**src/rtl/vga_capture.sv**
```systemverilog
// vga_capture: VGA receiver. It registers the 12-bit RGB stream and the HS/VS
// syncs, recovers the raster position from the sync leading edges, and checks
// the line and frame timing. Once the timing is locked it emits whole frames
// as a valid-qualified pixel stream with X/Y coordinates.
module vga_capture #(
    parameter int unsigned H_SYNC_CYC   = 96,
    parameter int unsigned H_SYNC_BACK  = 48,
    parameter int unsigned H_ACT        = 640,
    parameter int unsigned H_TOTAL      = 800,
    parameter int unsigned V_SYNC_CYC   = 2,
    parameter int unsigned V_SYNC_BACK  = 33,
    parameter int unsigned V_ACT        = 480,
    parameter int unsigned V_TOTAL      = 525,
    parameter int unsigned SYNC_ACT_LOW = 1
) (
    input  logic        iVGA_CLK,
    input  logic        iRST_n,
    input  logic [3:0]  iVGA_R,
    input  logic [3:0]  iVGA_G,
    input  logic [3:0]  iVGA_B,
    input  logic        iVGA_H_SYNC,
    input  logic        iVGA_V_SYNC,
    input  logic        iEnable,
    output logic [11:0] oPixel,
    output logic        oPixel_Valid,
    output logic [9:0]  oX,
    output logic [9:0]  oY,
    output logic        oFrameStart,
    output logic        oFrameDone,
    output logic        oLocked,
    output logic        oHErr,
    output logic        oVErr,
    output logic [15:0] oLine_Len,
    output logic [15:0] oFrame_Lines
);

    localparam int unsigned CNT_W = 16;
    localparam int unsigned COORD_W = 10;
    localparam int unsigned H_START = H_SYNC_CYC + H_SYNC_BACK;
    localparam int unsigned H_END   = H_START + H_ACT - 1;
    localparam int unsigned V_START = V_SYNC_CYC + V_SYNC_BACK;
    localparam int unsigned V_END   = V_START + V_ACT - 1;

    localparam logic [CNT_W-1:0]   CNT_MAX   = {CNT_W{1'b1}};
    localparam logic [CNT_W-1:0]   CNT_PRE   = CNT_MAX - CNT_W'(1);
    localparam logic [CNT_W:0]     H_TOT_W   = (CNT_W+1)'(H_TOTAL);
    localparam logic [CNT_W:0]     V_TOT_W   = (CNT_W+1)'(V_TOTAL);
    localparam logic [CNT_W-1:0]   H_START_W = CNT_W'(H_START);
    localparam logic [CNT_W-1:0]   H_END_W   = CNT_W'(H_END);
    localparam logic [CNT_W-1:0]   V_START_W = CNT_W'(V_START);
    localparam logic [CNT_W-1:0]   V_END_W   = CNT_W'(V_END);
    localparam logic [COORD_W-1:0] X_LAST    = COORD_W'(H_ACT - 1);
    localparam logic [COORD_W-1:0] Y_LAST    = COORD_W'(V_ACT - 1);
    localparam logic               ACT_LOW   = (SYNC_ACT_LOW != 0);

    typedef enum logic [1:0] {
        SEARCH  = 2'd0,
        MEASURE = 2'd1,
        LOCKED  = 2'd2
    } state_e;

    // Input stage
    logic [3:0] r_q, g_q, b_q;
    logic       hs_q, vs_q, hs_prev_q, vs_prev_q;

    // Raster tracking
    logic [CNT_W-1:0] hc_q, hc_d, vc_q, vc_d;
    logic             vs_pend_q, vs_pend_d;

    // Lock FSM and capture gating
    state_e state_q, state_d;
    logic   herr_seen_q, herr_seen_d;
    logic   cap_q, cap_d;

    // Output registers
    logic [11:0]        pixel_q;
    logic               valid_q, fstart_q, fdone_q, locked_q, herr_q, verr_q;
    logic [COORD_W-1:0] x_q, y_q;
    logic [CNT_W-1:0]   line_len_q, frame_lines_q;

    // Edge detection, error conditions and window decode
    logic             hs_lead_c, vs_lead_c, boundary_c;
    logic [CNT_W:0]   hc_inc_c, vc_inc_c;
    logic             h_err_c, v_err_c;
    logic             h_act_c, v_act_c, valid_c;
    logic [COORD_W-1:0] x_c, y_c;

    // Register RGB and sync once; syncs stored as 1 = active
    always_ff @(posedge iVGA_CLK or negedge iRST_n) begin
        if (!iRST_n) begin
            r_q       <= 4'd0;
            g_q       <= 4'd0;
            b_q       <= 4'd0;
            hs_q      <= 1'b0;
            vs_q      <= 1'b0;
            hs_prev_q <= 1'b0;
            vs_prev_q <= 1'b0;
        end else begin
            r_q       <= iVGA_R;
            g_q       <= iVGA_G;
            b_q       <= iVGA_B;
            hs_q      <= iVGA_H_SYNC ^ ACT_LOW;
            vs_q      <= iVGA_V_SYNC ^ ACT_LOW;
            hs_prev_q <= hs_q;
            vs_prev_q <= vs_q;
        end
    end

    // Sync edges, raster counters and timing error conditions
    always_comb begin
        hs_lead_c  = hs_q & ~hs_prev_q;
        vs_lead_c  = vs_q & ~vs_prev_q;
        boundary_c = hs_lead_c & (vs_pend_q | vs_lead_c);
        hc_inc_c   = {1'b0, hc_q} + (CNT_W+1)'(1);
        vc_inc_c   = {1'b0, vc_q} + (CNT_W+1)'(1);
        // A line that runs into counter saturation is flagged once, on entry
        h_err_c    = (hs_lead_c & (hc_inc_c != H_TOT_W)) | (~hs_lead_c & (hc_q == CNT_PRE));
        v_err_c    = boundary_c & (vc_inc_c != V_TOT_W);

        hc_d = hc_q;
        if (hs_lead_c)            hc_d = '0;
        else if (hc_q != CNT_MAX) hc_d = hc_inc_c[CNT_W-1:0];

        vc_d = vc_q;
        if (boundary_c)                        vc_d = '0;
        else if (hs_lead_c && vc_q != CNT_MAX) vc_d = vc_inc_c[CNT_W-1:0];

        vs_pend_d = vs_pend_q;
        if (boundary_c)     vs_pend_d = 1'b0;
        else if (vs_lead_c) vs_pend_d = 1'b1;
    end

    // Lock FSM next state and frame capture decision
    always_comb begin
        state_d     = state_q;
        herr_seen_d = herr_seen_q;
        cap_d       = cap_q;
        case (state_q)
            SEARCH: begin
                if (boundary_c) begin
                    state_d     = MEASURE;
                    herr_seen_d = 1'b0;
                end
            end
            MEASURE: begin
                if (boundary_c) begin
                    state_d     = (herr_seen_q | h_err_c | v_err_c) ? MEASURE : LOCKED;
                    herr_seen_d = 1'b0;
                end else if (h_err_c) begin
                    herr_seen_d = 1'b1;
                end
            end
            LOCKED: begin
                if (h_err_c | v_err_c) state_d = SEARCH;
            end
            default: state_d = SEARCH;
        endcase
        // Capture is decided only at a boundary, but dropped the moment lock is lost
        if (boundary_c)              cap_d = (state_d == LOCKED) & iEnable;
        else if (state_d != LOCKED)  cap_d = 1'b0;
    end

    // Active window on the s1 sample's own raster position
    always_comb begin
        h_act_c = (hc_d >= H_START_W) && (hc_d <= H_END_W);
        v_act_c = (vc_d >= V_START_W) && (vc_d <= V_END_W);
        valid_c = h_act_c & v_act_c & cap_d;
        x_c     = COORD_W'(hc_d - H_START_W);
        y_c     = COORD_W'(vc_d - V_START_W);
    end

    // Raster counters, FSM state and capture flag
    always_ff @(posedge iVGA_CLK or negedge iRST_n) begin
        if (!iRST_n) begin
            hc_q        <= '0;
            vc_q        <= '0;
            vs_pend_q   <= 1'b0;
            state_q     <= SEARCH;
            herr_seen_q <= 1'b0;
            cap_q       <= 1'b0;
        end else begin
            hc_q        <= hc_d;
            vc_q        <= vc_d;
            vs_pend_q   <= vs_pend_d;
            state_q     <= state_d;
            herr_seen_q <= herr_seen_d;
            cap_q       <= cap_d;
        end
    end

    // Output stage: pixel stream, status and measurements
    always_ff @(posedge iVGA_CLK or negedge iRST_n) begin
        if (!iRST_n) begin
            pixel_q       <= 12'd0;
            valid_q       <= 1'b0;
            x_q           <= '0;
            y_q           <= '0;
            fstart_q      <= 1'b0;
            fdone_q       <= 1'b0;
            locked_q      <= 1'b0;
            herr_q        <= 1'b0;
            verr_q        <= 1'b0;
            line_len_q    <= '0;
            frame_lines_q <= '0;
        end else begin
            valid_q  <= valid_c;
            if (valid_c) begin
                pixel_q <= {b_q, g_q, r_q};
                x_q     <= x_c;
                y_q     <= y_c;
            end
            fstart_q <= valid_c && (x_c == '0) && (y_c == '0);
            fdone_q  <= valid_c && (x_c == X_LAST) && (y_c == Y_LAST);
            locked_q <= (state_d == LOCKED);
            herr_q   <= h_err_c & (state_q != SEARCH);
            verr_q   <= v_err_c & (state_q != SEARCH);
            if (hs_lead_c)  line_len_q    <= hc_inc_c[CNT_W-1:0];
            if (boundary_c) frame_lines_q <= vc_inc_c[CNT_W-1:0];
        end
    end

    assign oPixel       = pixel_q;
    assign oPixel_Valid = valid_q;
    assign oX           = x_q;
    assign oY           = y_q;
    assign oFrameStart  = fstart_q;
    assign oFrameDone   = fdone_q;
    assign oLocked      = locked_q;
    assign oHErr        = herr_q;
    assign oVErr        = verr_q;
    assign oLine_Len    = line_len_q;
    assign oFrame_Lines = frame_lines_q;

endmodule

```
**config.mk**
```make
export PLATFORM = sky130hd
export DESIGN_NAME = vga_capture
export DESIGN_NICKNAME = d
export VERILOG_FILES = /design/src/rtl/vga_capture.sv
export SDC_FILE = /design/constraint.sdc
export NUM_CORES = 1
export LEC_CHECK = 0
export ABC_AREA = 1
export BUFFER_PORTS_ARGS = -buffer_cell sky130_fd_sc_hd__buf_4
export CORE_MARGIN = 8
export CORE_UTILIZATION = 40
export CTS_BUF_LIST = sky130_fd_sc_hd__clkbuf_16
export CTS_CLUSTER_DIAMETER = 120
export DETAILED_ROUTE_END_ITERATION = 12
export PLACE_DENSITY_LB_ADDON = 0.12
export REMOVE_ABC_BUFFERS = 1
export SETUP_SLACK_MARGIN = 0.02
export SLEW_MARGIN = 20
export SYNTH_ARGS = -nofsm -noshare
export SYNTH_HDL_FRONTEND = slang
export SYNTH_SLANG_ARGS = --single-unit
```
**constraint.sdc**
```tcl
create_clock -name iVGA_CLK -period 8 [get_ports iVGA_CLK]
set_input_delay 0.8 -clock iVGA_CLK [delete_from_list [all_inputs] [get_ports iVGA_CLK]]
set_output_delay 0.8 -clock iVGA_CLK [all_outputs]
set_load 0.01 [all_outputs]
```
==> qor.txt <==
Outcome = completed
Critical-path cell list = nor2_2, inv_1, nor2_1, nand2_1, nand2_1, nor2_2, ha_1, inv_1, nand3_1, o21ai_2, nand2_1, nor2_2, inv_1, nand3_2, buf_4, inv_2, nand2_1, nand2_1
Startpoint Class = register
Die Wd = 141 um
Max_slew headroom = 36.1%
Die Y = 141 um
CP max-delay cell = nor2_1
Gp weighted congestion = 0.840
Leakage = 4.09 nW
Slew @ Worst Pin = 0.956 ns
Min Hold Slack = 0.372 ns
Clk_skew = 0.00845 ns
Drt drc = 0
H-tree depth = 4
CP Class = register to register
Worst path arrival time = 4.31 ns
Mapped Area = 6280 sq um
Final TNS setup = 0 ns
Worst path most repeated cell = nand2_1
FF-to-FF Start = hs_prev_q
Longest Clk Path Bufs = 2
I/O pins = 87
Clk_lat worst skew = 0.42 ns
Antenna cell count = 0
CTS Sinks = 123
Register area share after synthesis = 49.0%
Post-detailed-route wirelength per cell = 13.3 um
Hold crit path type = register to register
Max-cap viol count = 0
Hold Vio Cnt, Final = 0
Row count = 46
DR vias/cell = 4.55
Synth Register Bits = 123
First-pass GRT wire length = 24900 um
Max Fclk = 250 MHz
Number of CTS-inserted buffers = 17
Pwr/cell area = 246 nW/um^2
Share of layout cells above drive strength 1 = 19.9%
Grt ovf = 0
Clock root buffer = clkbuf_16
Peak per-stage delay on the critical path = 0.76 ns
Beginning of the critical path = hs_prev_q
Final setup viols = 0
Drt pass-1 iters = 4
Slew Limit Fails = 0
Final WL = 15100 um
Via Count = 5164
DR iter-0 viols = 314
Req. time, crit path = 8.31 ns
CP endpoint kind = register
RSZ-0062 raised after global routing = no
Worst hold start = hs_q
Post-CTS Setup Repair Bufs = 0
IO Port Bufs = 86
Post-Syn Instances = 816
Clock slew at reported path FFs = 0.06 ns
GRT Total Usage = 15.8%
Period utilization = 50.0%
Largest net degree at the start of global routing = 66
Mean post-synth cell area = 7.70 sq um
Crit path time final = 4.00 ns
CTS tree = built
Initial core utilization = 40.3%
Post-CTS resize count = 0
Initial antenna violation count = 0
Area grow syn2layout = 22.0%
DP Wirelength = 11000 um
CP Max Fanout = 45
Synth unique cells = 35
Hold Buf Count CTS = 0
Ys Warns = 0
Peak supply drop = 0.000152 V
Routed Antenna Nets = 0
Die Area = 20000 sq um
Number of global-route vias before repair = 4912
Core area = 15600 sq um
Final Net Count = 932
power by group:
| group | switching, mW | internal, mW |
|---|---|---|
| registers | 0.0538 | 0.690 |
| clock network | 0.298 | 0.462 |
| logic | 0.240 | 0.139 |
| total | 0.592 | 1.29 |
cell families (layout without fill, tap and decap cells):
logic type               after synthesis  after routing  synth area share (%)
AND/OR/NAND/NOR                      484            484                  33.4
flip-flops                           123            123                  49.0
XOR/XNOR                               4              4                 0.557
adder cells (fa/ha/maj)               10             10                  1.99
AO/OA/AOI/OAI                         70             70                  6.23
multiplexers                           1              1                 0.159
buffers and inverters                124            226                  8.66
state kept, by name, indices dropped and copies added (netlist names), 2 cells and up:
name / cells
b_q: 4
vc_q: 16
oPixel: 12
g_q: 4
oLine_Len: 16
r_q: 4
hc_q: 16
oFrame_Lines: 16
oX: 10
state_q: 2
oY: 10
placed cells by master (no fill, tap or decap), drive strengths merged, types with 7 or more instances in the layout:
cell and n:
nand4 14, ha 10, nor2 108, dfrtp 123
clkbuf 17, buf 90, a21oi 9, nand3 61
inv 105, nand2 292, clkinvlp 7, o21ai 56
worst paths after layout:
path / end / slack [ns] / cells past startpoint
min in group asynchronous: oLine_Len[11] / 0.46 / 1
max in group asynchronous: oPixel_Valid / 6.26 / 2
min reg2reg: hs_prev_q / 0.37 / 0
min: hs_prev_q / 0.37 / 0
max reg2reg: oPixel[11] / 4.00 / 18
max: oPixel[11] / 4.00 / 18
layout make-up:
class,instances,area (sq um)
fillers,1541,7930
flip-flops and latches,123,3080
multi-input cells,569,2660
repair buffers,90,676
clock buffers,17,425
inverters,104,392
well taps,216,270
clock inverters,15,165
routing by layer:
layer	routed length [um]	GRT usage [%]	share of wire (%)	vias to the layer above
met4	144	5.20	0.95	0
met2	6600	23.0	44	119
met3	1000	5.48	6.6	13
met1	7350	21.4	49	2318
li1	-	-	-	2714
met5	0	0	0	-
critical path: cells and delay by family, from the launching register on:
family	cells	cell delay (ns)
AO/OA/AOI/OAI	1	0.18
AND/OR/NAND/NOR	11	2.18
flip-flops	1	0.37
adder cells (fa/ha/maj)	1	0.22
buffers and inverters	5	0.94
synthesized netlist by cell type (all sizes together):
cell / count / area, sq um
a21oi: 9 / 52.6
a22o: 1 / 8.76
a31oi: 2 / 12.5
buf: 13 / 126
clkbuf: 7 / 26.3
clkinv: 2 / 8.75
dfrtp: 123 / 3080
ha: 10 / 125
inv: 102 / 383
mux2i: 1 / 10.0
nand2: 292 / 1160
nand3: 61 / 325
nand3b: 5 / 37.5
nand4: 14 / 93.8
nor2: 108 / 465
nor3: 3 / 15.0
o21ai: 56 / 303
o21bai: 2 / 15.0
or2: 1 / 6.26
xor2: 4 / 35.0
through the flow:
step                cells  instance area, sq um  utilization, %  worst slack [ns]  power, mW
finish               1134                  7670            49.2              4.00       1.88
global placement     1102                  7080            45.4              4.03       1.14
detailed placement   1102                  7080            45.4              3.97       1.14
global route         1134                  7670            49.2              3.50       1.99
floorplan             796                  6130               -              4.01      0.989
CTS                  1134                  7670            49.2              3.97       1.91
(Power assumes the default switching activity.)
